## src/rtl/instruction_fetch_decode_if.sv

```systemverilog
// Instruction-memory read bus between the fetch/decode stage (master)
// and the instruction memory (slave). Word-addressed reads with a
// waitrequest-style flow control: read stays asserted until waitrequest
// is sampled low, at which point readdata is valid.
interface instruction_fetch_decode_if;
    logic [31:0] address;
    logic        read;
    logic        waitrequest;
    logic [31:0] readdata;

    modport master (
        output address,
        output read,
        input  waitrequest,
        input  readdata
    );

    modport slave (
        input  address,
        input  read,
        output waitrequest,
        output readdata
    );
endinterface

```

## src/rtl/instruction_fetch_decode.sv

```systemverilog
// Instruction fetch and branch/jump decode stage.
// Accepts a fetch pulse from the PC sequencer, performs one read on the
// instruction-memory bus, holds the word in the instruction register and
// presents the branch/jump controls and operand fields derived from it.
// Optional feature macro: IFD_ILLEGAL_EN adds an illegal-instruction flag
// driven from a MIPS-I opcode/funct table; without it illegal is tied low.
module instruction_fetch_decode #(
    parameter int WAIT_LIMIT = 16,
    parameter int CNT_W      = 5
) (
    input  logic                          clk,
    input  logic                          rst,
    input  logic                          fetch_req,
    input  logic [31:0]                   pc,
    instruction_fetch_decode_if.master    mem,
    output logic                          stall,
    output logic                          instr_valid,
    output logic                          fetch_fault,
    output logic [31:0]                   instr,
    output logic [4:0]                    rs,
    output logic [4:0]                    rt,
    output logic [15:0]                   imm16,
    output logic [25:0]                   target26,
    output logic [11:0]                   br_flags,
    output logic                          illegal
);

    typedef enum logic [1:0] {
        IDLE = 2'd0,
        REQ  = 2'd1,
        WAIT = 2'd2,
        DONE = 2'd3
    } state_t;

    // One-hot positions inside br_flags.
    localparam int F_J      = 0;
    localparam int F_JAL    = 1;
    localparam int F_JR     = 2;
    localparam int F_JALR   = 3;
    localparam int F_BEQ    = 4;
    localparam int F_BGEZ   = 5;
    localparam int F_BGEZAL = 6;
    localparam int F_BGTZ   = 7;
    localparam int F_BLEZ   = 8;
    localparam int F_BLTZ   = 9;
    localparam int F_BLTZAL = 10;
    localparam int F_BNE    = 11;

    state_t             state_reg, state_next;
    logic [31:0]        addr_reg, addr_next;
    logic               read_reg, read_next;
    logic               valid_reg, valid_next;
    logic               fault_reg, fault_next;
    logic [31:0]        ir_reg, ir_next;
    logic [CNT_W-1:0]   cnt_reg, cnt_next;
    logic [11:0]        flags_reg, flags_next;
    logic               illegal_reg, illegal_next;

    logic [CNT_W-1:0]   cnt_inc;
    logic               timeout;
    logic               accept;
    logic [11:0]        dec_flags;
    logic               dec_illegal;

    logic [5:0]         ir_op;
    logic [4:0]         ir_rt;
    logic [5:0]         ir_funct;

    assign ir_op    = ir_reg[31:26];
    assign ir_rt    = ir_reg[20:16];
    assign ir_funct = ir_reg[5:0];

    // A wait cycle that brings the count up to the limit ends the fetch.
    assign cnt_inc = cnt_reg + 1'b1;
    assign timeout = (WAIT_LIMIT != 0) && (int'(cnt_inc) >= WAIT_LIMIT);

    // Aligned fetch request seen while idle; misaligned ones never start a bus cycle.
    assign accept = (state_reg == IDLE) && fetch_req && (pc[1:0] == 2'b00) && !rst;

    // Stall covers the request cycle itself so the sequencer holds pc immediately.
    assign stall = accept || (state_reg != IDLE);

    // Branch/jump decode from the instruction register; at most one bit set.
    always_comb begin
        dec_flags = '0;
        case (ir_op)
            6'b000010: dec_flags[F_J]   = 1'b1;
            6'b000011: dec_flags[F_JAL] = 1'b1;
            6'b000000: begin
                if (ir_funct == 6'b001000) dec_flags[F_JR]   = 1'b1;
                if (ir_funct == 6'b001001) dec_flags[F_JALR] = 1'b1;
            end
            6'b000100: dec_flags[F_BEQ] = 1'b1;
            6'b000101: dec_flags[F_BNE] = 1'b1;
            6'b000110: if (ir_rt == 5'b00000) dec_flags[F_BLEZ] = 1'b1;
            6'b000111: if (ir_rt == 5'b00000) dec_flags[F_BGTZ] = 1'b1;
            6'b000001: begin
                case (ir_rt)
                    5'b00000: dec_flags[F_BLTZ]   = 1'b1;
                    5'b00001: dec_flags[F_BGEZ]   = 1'b1;
                    5'b10000: dec_flags[F_BLTZAL] = 1'b1;
                    5'b10001: dec_flags[F_BGEZAL] = 1'b1;
                    default:  dec_flags = '0;
                endcase
            end
            default: dec_flags = '0;
        endcase
    end

`ifdef IFD_ILLEGAL_EN
    // MIPS-I primary opcodes: 0x00-0x13, loads 0x20-0x26, stores 0x28-0x2B/0x2E,
    // LWCz 0x30-0x33, SWCz 0x38-0x3B.
    localparam logic [63:0] LEGAL_OP    = 64'h0F0F_4F7F_000F_FFFF;
    // SPECIAL functs: shifts, JR/JALR, SYSCALL/BREAK, HI/LO moves,
    // mult/div, ALU ops 0x20-0x27 and SLT/SLTU.
    localparam logic [63:0] LEGAL_FUNCT = 64'h0000_0CFF_0F0F_33DD;

    // Flag encodings outside the supported instruction set.
    always_comb begin
        dec_illegal = 1'b0;
        if (ir_op == 6'b000000)
            dec_illegal = !LEGAL_FUNCT[ir_funct];
        else
            dec_illegal = !LEGAL_OP[ir_op];
    end
`else
    // Illegal detection not built; flag stays low.
    always_comb begin
        dec_illegal = 1'b0;
    end
`endif

    // Next-state and register-update logic for the fetch sequence.
    always_comb begin
        state_next   = state_reg;
        addr_next    = addr_reg;
        read_next    = read_reg;
        valid_next   = valid_reg;
        fault_next   = fault_reg;
        ir_next      = ir_reg;
        cnt_next     = cnt_reg;
        flags_next   = flags_reg;
        illegal_next = illegal_reg;

        case (state_reg)
            IDLE: begin
                if (fetch_req) begin
                    valid_next   = 1'b0;
                    flags_next   = '0;
                    illegal_next = 1'b0;
                    if (pc[1:0] != 2'b00) begin
                        fault_next = 1'b1;
                    end else begin
                        addr_next  = {pc[31:2], 2'b00};
                        read_next  = 1'b1;
                        fault_next = 1'b0;
                        cnt_next   = '0;
                        state_next = REQ;
                    end
                end
            end
            REQ, WAIT: begin
                if (mem.waitrequest) begin
                    cnt_next = cnt_inc;
                    if (timeout) begin
                        read_next  = 1'b0;
                        fault_next = 1'b1;
                        state_next = IDLE;
                    end else begin
                        state_next = WAIT;
                    end
                end else begin
                    ir_next    = mem.readdata;
                    read_next  = 1'b0;
                    state_next = DONE;
                end
            end
            DONE: begin
                valid_next   = 1'b1;
                flags_next   = dec_flags;
                illegal_next = dec_illegal;
                state_next   = IDLE;
            end
            default: state_next = IDLE;
        endcase
    end

    // State and datapath registers with synchronous reset.
    always_ff @(posedge clk) begin
        if (rst) begin
            state_reg   <= IDLE;
            addr_reg    <= '0;
            read_reg    <= 1'b0;
            valid_reg   <= 1'b0;
            fault_reg   <= 1'b0;
            ir_reg      <= '0;
            cnt_reg     <= '0;
            flags_reg   <= '0;
            illegal_reg <= 1'b0;
        end else begin
            state_reg   <= state_next;
            addr_reg    <= addr_next;
            read_reg    <= read_next;
            valid_reg   <= valid_next;
            fault_reg   <= fault_next;
            ir_reg      <= ir_next;
            cnt_reg     <= cnt_next;
            flags_reg   <= flags_next;
            illegal_reg <= illegal_next;
        end
    end

    assign mem.address = addr_reg;
    assign mem.read    = read_reg;

    assign instr_valid = valid_reg;
    assign fetch_fault = fault_reg;
    assign instr       = ir_reg;
    assign rs          = ir_reg[25:21];
    assign rt          = ir_reg[20:16];
    assign imm16       = ir_reg[15:0];
    assign target26    = ir_reg[25:0];
    assign br_flags    = flags_reg;
    assign illegal     = illegal_reg;

endmodule
```

## src/flat_wrapper.sv

```systemverilog
// flat-port wrapper written by rule: the top's interface ports become plain ports
module instruction_fetch_decode_flat 
#(
    parameter int WAIT_LIMIT = 16,
    parameter int CNT_W      = 5
)
  (clk, rst, fetch_req, pc, stall, instr_valid, fetch_fault, instr, rs, rt, imm16, target26, br_flags, illegal, mem_address, mem_read, mem_waitrequest, mem_readdata);
  instruction_fetch_decode_if mem_i ();
  input  logic clk;
  input  logic rst;
  input  logic fetch_req;
  input  logic [31:0] pc;
  output logic stall;
  output logic instr_valid;
  output logic fetch_fault;
  output logic [31:0] instr;
  output logic [4:0] rs;
  output logic [4:0] rt;
  output logic [15:0] imm16;
  output logic [25:0] target26;
  output logic [11:0] br_flags;
  output logic illegal;
  output wire logic [$bits(mem_i.address)-1:0] mem_address;
  output wire logic [$bits(mem_i.read)-1:0] mem_read;
  input wire logic [$bits(mem_i.waitrequest)-1:0] mem_waitrequest;
  input wire logic [$bits(mem_i.readdata)-1:0] mem_readdata;
  assign mem_address = mem_i.address;
  assign mem_read = mem_i.read;
  assign mem_i.waitrequest = mem_waitrequest;
  assign mem_i.readdata = mem_readdata;
  instruction_fetch_decode #(.WAIT_LIMIT(WAIT_LIMIT), .CNT_W(CNT_W)) u_core (.clk(clk), .rst(rst), .fetch_req(fetch_req), .pc(pc), .mem(mem_i), .stall(stall), .instr_valid(instr_valid), .fetch_fault(fetch_fault), .instr(instr), .rs(rs), .rt(rt), .imm16(imm16), .target26(target26), .br_flags(br_flags), .illegal(illegal));
endmodule
```

## config.mk

```make
export PLATFORM = sky130hd
export DESIGN_NAME = instruction_fetch_decode_flat
export DESIGN_NICKNAME = d
export VERILOG_FILES = /design/src/rtl/instruction_fetch_decode_if.sv /design/src/rtl/instruction_fetch_decode.sv /design/src/flat_wrapper.sv
export SDC_FILE = /design/constraint.sdc
export NUM_CORES = 1
export LEC_CHECK = 0
export CAP_MARGIN = 20
export CORE_MARGIN = 5
export CORE_UTILIZATION = 35
export DETAILED_ROUTE_END_ITERATION = 7
export PLACE_DENSITY = 0.84
export SYNTH_ARGS = -nofsm -noshare
export SYNTH_HDL_FRONTEND = slang
export SYNTH_SLANG_ARGS = --single-unit
```

## constraint.sdc

```tcl
create_clock -name clk -period 1.66 [get_ports clk]
set_input_delay 0.332 -clock clk [delete_from_list [all_inputs] [get_ports clk]]
set_output_delay 0.332 -clock clk [all_outputs]
set_load 0.05 [all_outputs]
```

**After elaboration in Yosys (flattened, before gate mapping)**

Cells that the tools add are included.

- Equality and inequality tests: 20
- Add/subtract/negate cells: 1
- Bitwise operators: 2
- Reduce and logical (&&, ||, !) cells: 21
- Magnitude comparators: 1
- Muxes and demuxes: 39

Operators by type and width:

| operator | count |
|---|---|
| $eq 6x3->1 const B | 4 |
| $pmux 12 s2 | 1 |
| $mux 1 | 21 |
| $mux 5 | 3 |
| $mux 2 | 7 |
| $eq 6x2->1 const B | 2 |
| $eq 6x4->1 const B | 2 |
| $mux 12 | 1 |
| $reduce_and 4->1 | 3 |
| $eq 5x5->1 const B | 2 |
| $pmux 5 s2 | 1 |
| $pmux 1 s2 | 4 |
| $reduce_bool 2->1 | 4 |
| $eq 6x1->1 const B | 1 |
| $logic_not 6->1 | 1 |
| $ne 2x2->1 const B | 3 |
| $pmux 2 s3 | 1 |
| $reduce_and 2->1 | 3 |
| $add 5x1->5 const B | 1 |
| $eq 5x1->1 const B | 1 |
| $ge 5x5->1 const B | 1 |
| $logic_not 5->1 | 1 |
| $eq 2x2->1 const B | 2 |
| $logic_not 2->1 | 2 |
| other kinds (9) | 12 |

- Register bits: 85
- Input bits: 68
- Logic and storage cells: 93

**Longest topological paths before layout**

Gate-level depths: netlist of run 1.

- Depth in word-level cells: 5
- Depth in mapped cells: 8
- Gate-level depth less buffers: 6

**Least setup slack after synthesis of run 1**

Ideal clock, no wire load.

- Kind: input to output
- Start: in pc[1]
- End: out stall
- Setup slack: -0.615 ns
- Data required time: 1.328 ns
- Arrival: 1.943 ns
- Cell stages on the path: 3
- Cells stage by stage: or3b_1 -> buf_6 -> o21ai_0

- Word-level cells in the longest chain between the ends: 4

Ends and longest elaborated chain:

| item | RTL line | RTL |
|---|---|---|
| from (decl) | flat_wrapper.sv:12 | `input logic [31:0] pc;` |
| $logic_not 2->1 | instruction_fetch_decode.sv:78 | `assign accept = (state_reg == IDLE) && fetch_req && (pc[1:0] == 2'b00) && !rst;` |
| $logic_and 1x1->1 (2 in a row) | instruction_fetch_decode.sv:78 |  |
| $logic_or 1x1->1 | instruction_fetch_decode.sv:81 | `assign stall = accept \|\| (state_reg != IDLE);` |
| to (decl) | flat_wrapper.sv:13 | `output logic stall;` |

No other way between the ends.

**Worst setup path after layout of run 1**

- Start: in fetch_req
- End: out stall

- Word-level cells in the longest chain between the ends: 4

Ends and longest elaborated chain:

| item | RTL line | RTL |
|---|---|---|
| from (decl) | flat_wrapper.sv:11 | `input logic fetch_req;` |
| $logic_and 1x1->1 (3 in a row) | instruction_fetch_decode.sv:78 |  |
| $logic_or 1x1->1 | instruction_fetch_decode.sv:81 |  |

No other way between the ends.

==> results of run 1 <==
[cell usage in the layout (no fill, tap or decap), types with 3 or more instances in the layout]
master / netlist / routed
buf_4: 55 / 140
nand2_1: 137 / 137
dfxtp_1: 84 / 80
a21oi_1: 68 / 67
clkdlybuf4s50_1: 0 / 63
buf_12: 0 / 21
nor2_1: 9 / 9
clkbuf_8: 0 / 9
inv_1: 9 / 8
nand3_1: 6 / 6
nand4_1: 4 / 4
o21ai_1: 4 / 4
dfxtp_2: 0 / 4
nor2b_1: 4 / 3
nor3_1: 4 / 3
conb_1: 1 / 3
clkbuf_1: 18 / 3
[what timing repair did]
action | CTS | global route
endpoints found under the setup margin | 6 | 44
gates resized for setup | 11 | 9
pin swaps | 2 | 3
setup buffers | 3 | 2
cloned | 0 | 3
[worst max-delay path, cell delays in order]
cell and delay (ps):
dlygate4sd2_1 220, or3b_4 420, o21ai_4 160, buf_12 150
[synthesized netlist by cell type (2+ instances only)]
library cell    n  area (µm²)
nand2b_1        2        12.5
a32oi_1         2        17.5
a22o_1          2        17.5
buf_2           8        40.0
o21ai_1         4        20.0
ha_1            3        37.5
nor2b_1         4        25.0
o21ai_0         2        10.0
nor3_1          4        20.0
a311oi_1        2        17.5
nand4_1         4        25.0
buf_4          55         413
a211oi_1        2        15.0
nand3_1         6        30.0
inv_1           9        33.8
nor2_1          9        33.8
nor4b_1         2        17.5
a21oi_1        68         340
a211oi_2        2        25.0
dfxtp_1        84        1680
xnor2_1         2        17.5
mux2i_1         3        30.0
nor3b_1         2        15.0
clkbuf_1       18        67.6
nand2_1       137         514
[routing by layer]
metal	part of all wire [%]	up-vias	wire, µm
li1	-	1748	-
met1	39	1640	4340
met2	50	154	5650
met3	9.9	9	1110
met4	0.94	2	105
met5	0.18	-	20
[where the power goes]
group / internal [W] / leakage, nW / total, W / switching, W
Sequential: 0.00225 / 0.682 / 0.00249 / 0.000244
Combinational: 0.00170 / 1.59 / 0.00442 / 0.00272
Clock: 0.000696 / 0.0866 / 0.00140 / 0.000702
Total: 0.00465 / 2.35 / 0.00831 / 0.00366
[path summary, 6_finish.rpt]
kind	cells after the start	from	endpoint
worst max-delay path	4	fetch_req	stall
worst max register to register	5	u_core.state_reg[1]	u_core.br_flags[7]
worst min register to register	2	u_core.mem.address[29]	u_core.mem.address[29]
worst min-delay path	2	u_core.mem.address[29]	u_core.mem.address[29]
[final cells by class]
class	count	share of cell area, %
inverter	9	0.591
sequential	84	29.5
timing repair buffer	232	38.7
clock inverter	4	0.876
clock buffer	12	2.37
multi-input combinational	279	25.0
tap	136	2.98
[metrics by stage]
step	worst slack, ps	instances	setup TNS (ps)	hold slack, ps
4_1_cts	11.4	751	0	443
3_5_place_dp	-395	732	-13660	447
6_report	50.0	756	0	455
5_1_grt	3.29	756	0	460
3_3_place_gp	-371	732	-12040	437
2_1_floorplan	8.11	454	0	447
[kinds of logic (layout without fill, tap and decap cells)]
group / after synthesis / after routing / synth area share, %
buf+inv: 91 / 257 / 15.7
mux: 3 / 3 / 0.833
fa+ha+maj: 3 / 3 / 1.04
flops: 84 / 84 / 46.6
other cells: 1 / 3 / 0.104
compound gates: 88 / 88 / 13.7
simple gates: 179 / 179 / 21.3
xor+xnor: 3 / 3 / 0.729
==> flow_metrics.py, run 1 <==
metrics = {
    "floorplanning": {
        "die_h_um": 112,
        "die-area_mm2": 0.0124,
        "die_x_um": 112,
        "core_area_mm2": 0.0102,
        "start_util_pct": 35.4,
        "io_pins": 201,
        "rows": 37,
    },
    "place": {
        "dp_hpwl_um": 8260,
        "routabilityCongestion": 0.891,
        "place_area_mm2": 0.00536,
        "port_buffers": 197,
    },
    "worst_setup_path": {
        "worstPathMaxFanout": 2,
        "reg2reg_slack_ps": 90,
        "cp-end-kind": "output port",
        "worst_ep_arrival_time_ps": 1280,
        "criticalPathCategory": "in -> out",
        "start_kind": "primary input",
        "cp.required_ps": 1330,
    },
    "clock_tree": {
        "cts_tree": "built",
        "clkSinkCount": 84,
        "h-tree-depth": 3,
        "clkTransAtPathRegs_ps": 70,
        "cts_hold_buf": 0,
        "clockRootBuffer": "clkbuf_8",
        "clock_path_buffers": 2,
        "cts_buffers": 9,
        "clock_latency_ps": 340,
    },
    "sta": {
        "skew_ps": 9.17,
        "slew_viol_final": 0,
        "setup_viol": 0,
        "max_freq_ghz": 0.621,
        "period_share_pct": 97.0,
        "timing.final.crit_period_ps": 1610,
        "timing_hold_violations_final": 0,
        "rsz0062_at_grt": "no",
    },
    "finish": {
        "multi_input_area_mm2": 0.00143,
        "largest_register_ffs": 32,
        "fill_cells": 897,
        "design_area_mm2": 0.00571,
        "area_growth_pct": 58.4,
        "drive_gt1_share_pct": 31.8,
        "ff_latch_area_mm2": 0.00169,
        "n_antenna_cell": 0,
        "final_core_util_pct": 56.1,
        "nets": 686,
    },
    "global_route": {
        "grt_start_max_net_pins": 50,
        "grt_pass1_wl_um": 17500,
        "met3_usage_pct": 7.50,
        "grt_busiest_layer": "met2",
        "grtUsageMet2_pct": 30.2,
        "antenna_found_initial": 1,
        "track_usage_pct": 17.1,
        "first_global_vias": 3572,
        "use_met1_pct": 18.7,
        "grt_overflow_total": 0,
    },
    "detailed_routing": {
        "antenna_left": 0,
        "drt-total-wl_um": 11200,
        "viasPerCell": 4.70,
        "first_iter_violations": 201,
        "first_pass_iters": 4,
        "wl_per_cell_um": 14.8,
        "vias": 3553,
        "drc": 0,
    },
    "flow_run": {
        "drv_cap": 0,
    },
    "yosys": {
        "ys_seq_area_share_pct": 46.6,
        "ys_types": 41,
        "synth_edf_count": 0,
        "yosysWarnings": 0,
        "synthFlopType": "dfxtp_1",
        "synthCells": 452,
        "netlist_area_mm2": 0.00361,
        "ys_seq_elements": 84,
        "async_reset_ff_share_pct": 0,
        "syn_area_per_cell_um2": 7.98,
    },
    "min_path": {
        "hold_class": "reg -> reg",
    },
    "pwr": {
        "irDropWorstVdd_mv": 0.579,
        "power_density_mw_per_mm2": 1460,
        "p_leak_nw": 2.35,
        "power_w": 0.00831,
    },
    "outcome": {
        "outcome": "finished clean",
    },
}
Note: power is estimated with default switching activity, not from simulation.
==> inputs of run 2 (changes only) <==
--- a/config.mk
+++ b/config.mk
@@ -7,9 +7,10 @@
 export LEC_CHECK = 0
 export CAP_MARGIN = 20
 export CORE_MARGIN = 5
-export CORE_UTILIZATION = 35
+export CORE_UTILIZATION = 42
 export DETAILED_ROUTE_END_ITERATION = 7
-export PLACE_DENSITY = 0.84
+export GPL_ROUTABILITY_DRIVEN = 0
+export PLACE_DENSITY = 0.94
 export SYNTH_ARGS = -nofsm -noshare
 export SYNTH_HDL_FRONTEND = slang
 export SYNTH_SLANG_ARGS = --single-unit
==> constraint.sdc (replaced) <==
create_clock -name clk -period 1.9 [get_ports clk]
set_input_delay 0.38 -clock clk [delete_from_list [all_inputs] [get_ports clk]]
set_output_delay 0.38 -clock clk [all_outputs]
set_load 0.05 [all_outputs]
==> run 2 against run 1 <==
Effect of this change:
- final cell count down 6.2%
- utilization up 9.9 points
- total power down 18%
- sequential power down 13%
- setup slack worse by 19 ps
- clock power about the same
- via count down 1.2%
- critical endpoint is now br_flags[1]
==> flow_metrics.py, run 2 (synthesis results as in run 1) <==
metrics = {
    "clock_tree": {
        "clock_latency_ps": 340,
        "cts_buffers": 9,
        "clkSinkCount": 84,
        "cts_hold_buf": 0,
        "clockRootBuffer": "clkbuf_8",
        "h-tree-depth": 3,
        "clkTransAtPathRegs_ps": 80,
        "cts_tree": "built",
        "clock_path_buffers": 2,
    },
    "worst_setup_path": {
        "cp.required_ps": 1520,
        "cp_top_family": "buffers and inverters",
        "cp.depth": 1,
        "reg2reg_slack_ps": 170,
        "cpMaxStageDelayCell": "clkdlybuf4s50_1",
        "timing.rr.end": "u_core.mem.address[14]",
        "path_buf_inv": 1,
        "worstPathMaxFanout": 2,
        "worstPathCellList": "clkdlybuf4s50_1",
        "cpPeakStageDelay_ps": 810,
        "criticalPathCategory": "reg -> out",
        "start_kind": "flop",
        "worst_ep_arrival_time_ps": 1490,
        "cp-end-kind": "output port",
        "reg2reg_from": "u_core.state_reg[0]",
        "r2r_cells": 7,
    },
    "place": {
        "place_area_mm2": 0.00516,
        "dp_hpwl_um": 7840,
        "place_inst": 691,
        "port_buffers": 197,
    },
    "floorplanning": {
        "die-area_mm2": 0.0105,
        "io_pins": 201,
        "core_area_mm2": 0.00830,
        "start_util_pct": 43.4,
        "die_x_um": 103,
        "rows": 33,
        "die_h_um": 103,
    },
    "sta": {
        "max_freq_ghz": 0.535,
        "setup_viol": 0,
        "slew_headroom_pct": 64.6,
        "rsz0062_at_grt": "no",
        "timing.final.crit_period_ps": 1870,
        "slew_viol_final": 0,
        "period_share_pct": 98.4,
        "tightestPinTransition_ps": 530,
        "skew_ps": 11.4,
        "tns_ps": 0,
        "timing_hold_violations_final": 0,
    },
    "global_route": {
        "track_usage_pct": 19.2,
        "first_global_vias": 3426,
        "grt_overflow_total": 0,
        "grt_pass1_wl_um": 16300,
        "antenna_found_initial": 1,
        "grt_start_max_net_pins": 80,
    },
    "pwr": {
        "p_leak_nw": 2.81,
        "power_w": 0.00684,
        "irDropWorstVdd_mv": 0.717,
        "power_density_mw_per_mm2": 1250,
    },
    "detailed_routing": {
        "first_iter_violations": 124,
        "wl_per_cell_um": 15.0,
        "drc": 0,
        "antenna_left": 0,
        "vias": 3511,
        "first_pass_iters": 4,
        "drt-total-wl_um": 10600,
        "viasPerCell": 4.95,
    },
    "flow_run": {
        "drv_cap": 0,
    },
    "min_path": {
        "hold-path-endpoint": "u_core.br_flags[5]",
        "hp-start": "u_core.br_flags[5]",
        "hold_path_depth": 2,
        "hold_class": "reg -> reg",
    },
    "finish": {
        "area_growth_pct": 51.8,
        "mostFrequentLayoutCell": "nand2_1",
        "drive_gt1_share_pct": 21.4,
        "design_area_mm2": 0.00547,
        "largest_register_ffs": 32,
        "stdcell_count": 709,
        "layout_common_cells": "nand2_1 (137), buf_4 (101), dfxtp_1 (84)",
        "nets": 669,
    },
    "outcome": {
        "outcome": "finished clean",
    },
}
==> run 2: per-layer routing <==
metal,global-route usage (%),up-vias,part of all wire (%)
met5,0,-,0
met4,7.27,0,2.1
met3,5.89,26,9.8
met2,34.1,159,51
met1,21.5,1611,37
li1,-,1715,-
==> run 2: timing repair <==
action / 4_1_cts / 5_1_grt
setup endpoints to repair: 7 / 36
hold endpoints to repair: 0 / 0
buffers inserted: 1 / 0
pin swaps: 2 / 2
resized for setup: 10 / 36
==> run 2: worst min-delay path: stages (launching register included) <==
cell and delay, ps:
dfxtp_1 310, nand2_1 50, o31ai_1 50
==> run 2: through the flow <==
stage	utilization, %	hold slack, ps	setup slack (ps)
final	65.9	454	31.2
after global routing	65.9	479	12.3
after CTS	64.8	458	0.0282
after detailed placement	62.1	442	-183
after global placement	62.1	436	-102
after floorplan	-	460	178
==> run 2: worst max-delay path by stage <==
stage,start,endpoint,slack (ps)
floorplan,pc[1],stall,180
global placement,fetch_req,u_core.mem.address[14],-100
detailed placement,fetch_req,u_core.mem.address[20],-180
CTS,pc[1],stall,0.03
global route,u_core.br_flags[1],br_flags[1],10
finish,u_core.br_flags[1],br_flags[1],30
==> run 2: cell type report <==
type                       instances  area [µm²]
multi-input combinational        279        1380
clock buffer                      10         128
sequential                        84        1680
tap                              105         131
antenna                            1        2.50
fill                             642        2830
inverter                           9        33.8
clock inverter                     6        88.8
timing repair buffer             215        2020
==> run 2: report_power, final <==
group / internal (W) / switching, W / total, W / leakage (nW)
registers: 0.00196 / 0.000205 / 0.00217 / 0.681
clock network: 0.000741 / 0.000629 / 0.00137 / 0.102
logic: 0.00107 / 0.00224 / 0.00331 / 2.02
==> inputs of run 3 (changes only) <==
--- a/config.mk
+++ b/config.mk
@@ -9,7 +9,6 @@
 export CORE_MARGIN = 5
 export CORE_UTILIZATION = 42
 export DETAILED_ROUTE_END_ITERATION = 7
-export GPL_ROUTABILITY_DRIVEN = 0
 export PLACE_DENSITY = 0.94
 export SYNTH_ARGS = -nofsm -noshare
 export SYNTH_HDL_FRONTEND = slang
==> results of run 3 <==
No change in the layout: final DEF, timing and power equal those of run 2.
==> RTL change 1: new RTL, config.mk and constraints of run 1 <==
Reset style: asynchronous (`rst`), changed in one clocked block. Comments in the files are not updated.
--- a/src/rtl/instruction_fetch_decode.sv
+++ b/src/rtl/instruction_fetch_decode.sv
@@ -186,7 +186,7 @@
     end
 
     // State and datapath registers with synchronous reset.
-    always_ff @(posedge clk) begin
+    always_ff @(posedge clk or posedge rst) begin
         if (rst) begin
             state_reg   <= IDLE;
             addr_reg    <= '0;
Check against the original RTL: differs if rst is asserted again (counterexample within 4 cycles, from zero or initial values and one cycle with rst high); with rst held inactive, the same outputs for 4 cycles.
==> RTL change 1 against run 1 <==
Synthesized cell count shrank 15%. Sequential cell count unchanged. Routed wire length is 9.5% lower. First-iteration DRC count shrank 21%. Synthesized area increased by 9.6%. Cell count fell by 8.7%. Worst setup slack worse by 0.032 ns. Cell area grew 6.2%.
Power is left out: the tool's default activity adds up to more than one toggle a clock period on the data nets, which glitch-free logic cannot reach.
==> RTL change 1: results (changes against run 1) <==
Placement
  – Pre-CTS setup slack: -0.302 ns (+0.0933 ns)
  – Placement Cell Area: 5700 um2 (+6.4%)
  – DP Wirelength: 7950 um (-3.7%)
  – RD Place Congestion: 0.789 (-11%)
  – Inst Count DP: 672 (-8.2%)

Synthesis
  – Ranking of synthesized cells by area: dfrtp_1 53%, buf_4 11%, nand2_1 10%
  – Netlist cell types: 38 (-7.3%)
  – Ys async rst share: 100% (+100 points)
  – Most frequent cells after synthesis: 109 x nand2_1, 84 x dfrtp_1, 56 x buf_4, 32 x mux2_2
  – Sequential area share after synthesis: 53.2% (+6.6 points)

Drt
  – Met2 WL: 5200 um (-8.0%)
  – Routed wire length: 10200 um (-9.5%)
  – DRT Pass-1 Iters: 4 (unchanged)
  – Vias/cell: 4.72 (+0.53%)
  – 1st-iter DRT viols: 159 (-21%)
  – Top layer in use: met4
  – Wl on met1: 3930 um (-9.4%)

GRT
  – M3 GR Usage: 4.15% (-3.4 points)
  – Vias in the first global route: 3322 (-7.0%)
  – Initial antenna violation count: 0 (-1)
  – Met2 global-route usage: 25.9% (-4.3 points)
  – First-pass GRT wire length: 15800 um (-10%)

Critical path
  – CP max stage delay: 0.42 ns (about the same)
  – RR Startpoint: u_core.state_reg[1]$_DFFE_PP0P_
  – Reg-to-Reg End: u_core.br_flags[1]$_DFFE_PP0P_
  – Arr. time, crit path: 1.31 ns (+0.03 ns)
  – Maximum fanout along the worst path: 3 (+1)

Finish
  – Fin cells: 690 (-8.7%)
  – Layout cell share with drive strength beyond 1: 38.5% (+6.8 points)

Status
  – Status: completed

STA
  – Fin. max-slew vios: 0 (unchanged)
  – Fin Clk Skew: 0.0126 ns (+0.00342 ns)
  – WHS: 0.476 ns (+0.0206 ns)

Clocking
  – Clock root buffer master: clkbuf_16

Min path
  – Worst Hold Path EP: u_core.mem.address[19]$_DFFE_PP0P_
==> RTL change 1: repair_timing <==
action,in CTS,in global routing
resized for setup,15,13
hold buffers,0,0
pin swaps,2,5
buffers inserted,1,1
setup endpoints to repair,16,47
==> RTL change 1: cells by family after synthesis <==
| group | count (synthesis) | synth area share [%] |
|---|---|---|
| AND/OR/NAND/NOR | 149 | 16.6 |
| XOR/XNOR | 1 | 0.222 |
| multiplexers | 33 | 9.37 |
| AO/OA/AOI/OAI | 34 | 5.98 |
| buffers and inverters | 79 | 13.2 |
| adder cells (fa/ha/maj) | 4 | 1.27 |
| flip-flops | 84 | 53.2 |
| other | 1 | 0.0949 |
==> RTL change 1: layout make-up <==
cell class	instances	area, um2
Fill cell	946	4870
Multi-Input combinational cell	224	1400
Clock inverter	6	63.8
Inverter	7	30.0
Timing Repair Buffer	219	2070
Clock buffer	10	229
Sequential cell	84	2100
Tap cell	140	175
==> RTL change 2: new RTL, flow settings as in run 1 <==
Made on the original files. `CNT_W` is set to 5 in 2 places; all go to 10.
--- a/src/rtl/instruction_fetch_decode.sv
+++ b/src/rtl/instruction_fetch_decode.sv
@@ -6,7 +6,7 @@
 // driven from a MIPS-I opcode/funct table; without it illegal is tied low.
 module instruction_fetch_decode #(
     parameter int WAIT_LIMIT = 16,
-    parameter int CNT_W      = 5
+    parameter int CNT_W      = 10
 ) (
     input  logic                          clk,
     input  logic                          rst,
--- a/src/flat_wrapper.sv
+++ b/src/flat_wrapper.sv
@@ -2,7 +2,7 @@
 module instruction_fetch_decode_flat 
 #(
     parameter int WAIT_LIMIT = 16,
-    parameter int CNT_W      = 5
+    parameter int CNT_W      = 10
 )
   (clk, rst, fetch_req, pc, stall, instr_valid, fetch_fault, instr, rs, rt, imm16, target26, br_flags, illegal, mem_address, mem_read, mem_waitrequest, mem_readdata);
   instruction_fetch_decode_if mem_i ();
Function: same outputs for any inputs over 4 cycles, from zero or initial values and one cycle with rst high; that may be too few to reach the edited logic, so the function may still have changed.
==> RTL change 2 against run 1 <==
The run now ends with setup timing left. Clock skew about the same. Routed wire length increased by 8.4%. Worst setup slack got worse by 0.065 ns. Sequential cell count increased by 5. Cell area increased by 11%. First-iteration DRC count increased by 2.0%. Global-route usage decreased by 0.11 points. Critical endpoint is now u_core.fetch_fault$_SDFFE_PP0P_. Fmax decreased by 3.9%. Synthesized area increased by 11%.
Power is not compared: it rests on default switching activity, and its combinational part moved more than twofold at a synthesized area within 25%.
==> RTL change 2: results (changes against run 1) <==
Synthesis
  – Most frequent cells after synthesis: 143 x nand2_1, 89 x dfxtp_1, 80 x a21oi_1, 55 x buf_4, 26 x clkbuf_1
  – Sequential area share after synthesis: 44.6% (-2.0 points)
  – Compound-Gate Fraction of Synth Area: 15.7% (+2.0 points)
  – Multiplexer area fraction after synthesis: 0.532% (-0.30 points)
  – Synth Area in XOR/XNOR: 0.438% (-0.29 points)
  – Syn Area/Cell: 7.88 um2 (-1.2%)
  – Netlist cell types: 47 (+15%)

Placement
  – DP Wirelength: 9280 um (+12%)
  – Inst Count DP: 809 (+11%)
  – Placement Cell Area: 5910 um2 (+10%)
  – RD Place Congestion: 0.845 (-5.2%)
  – Pre-CTS setup slack: -0.410 ns (-0.0145 ns)

STA
  – Fin Clk Skew: 0.00888 ns (-0.000291 ns)
  – Setup total negative slack: -0.0155 ns (-0.0155 ns)
  – F_max: 597 MHz (-3.9%)
  – Worst setup margin: -0.0155 ns (-0.0655 ns)
  – Final setup fails: 1 (+1)

Drt
  – 1st-iter DRT viols: 205 (+2.0%)
  – Routed wire length: 12200 um (+8.4%)
  – Vias/cell: 4.91 (+4.5%)

Finish
  – # nets final: 753 (+9.8%)
  – Fin cells: 827 (+9.4%)
  – Layout cell share with drive strength beyond 1: 32.9% (+1.1 points)
  – Fillers: 1003 (+12%)

Critical path
  – CP max stage delay: 0.58 ns (+0.16 ns)
  – Arr. time, crit path: 1.90 ns (+0.62 ns)
  – Critical-path top delay cell: or4_4
  – Maximum fanout along the worst path: 3 (+1)

GRT
  – First-pass GRT wire length: 18800 um (+6.9%)
  – Vias in the first global route: 3902 (+9.2%)
  – Largest net degree at the start of global routing: 44 (-12%)

Clocking
  – # resized after CTS: 15 (+4)
  – Post-CTS Setup Inserts: 0 (-3)

Status
  – Status: finished, violations left
  – Failing checks: setup timing

Min path
  – Class of the worst hold path: in2reg
RTL change 2: cell count changes after synthesis, sizes merged, moves of 4 or more:
cell,before,now
nor2b,4,0
clkbuf,18,26
or3,0,5
o31a,0,4
and3,1,5
buf,64,58
a211oi,4,0
a21oi,68,80
nand2,137,143
dfxtp,84,89
nor2,10,14
RTL change 2: path summary, 6_finish.rpt:
| path | from | to | slack (ns) |
|---|---|---|---|
| worst max register to register | u_core.cnt_reg[5]$_SDFFE_PP0P_ | u_core.fetch_fault$_SDFFE_PP0P_ | -0.02 |
| worst min register to register | u_core.br_flags[6]$_SDFFE_PP0P_ | u_core.br_flags[6]$_SDFFE_PP0P_ | 0.46 |
| worst max-delay path | u_core.cnt_reg[5]$_SDFFE_PP0P_ | u_core.fetch_fault$_SDFFE_PP0P_ | -0.02 |
| worst min-delay path | rst | u_core.mem.read$_SDFFE_PP0P_ | 0.31 |
RTL change 2: worst max-delay path: cells and delay by family (launching register included):
kind             cells  cell delay (ns)
AND/OR/NAND/NOR      2             0.83
AO/OA/AOI/OAI        2             0.41
flip-flops           1             0.33
RTL change 2: cell type report:
type,count,area (um2),area share [%]
clock buffer,11,233,3.68
multi-input combinational,327,1790,28.3
tap,143,179,2.83
clock inverter,4,53.8,0.851
timing repair buffer,244,2250,35.5
sequential,89,1790,28.3
inverter,9,33.8,0.534
RTL change 2: metal layers:
| metal | GRT usage, % | routed length (um) |
|---|---|---|
| met3 | 4.99 | 1120 |
| met4 | 4.74 | 110 |
| met1 | 19.8 | 4750 |
| met2 | 30.2 | 6190 |
| met5 | 0 | 0 |
RTL change 2: report_power, final:
part,switching [uW],internal [uW]
Sequential,93.2,2240
Clock,811,1160
Combinational,1220,755
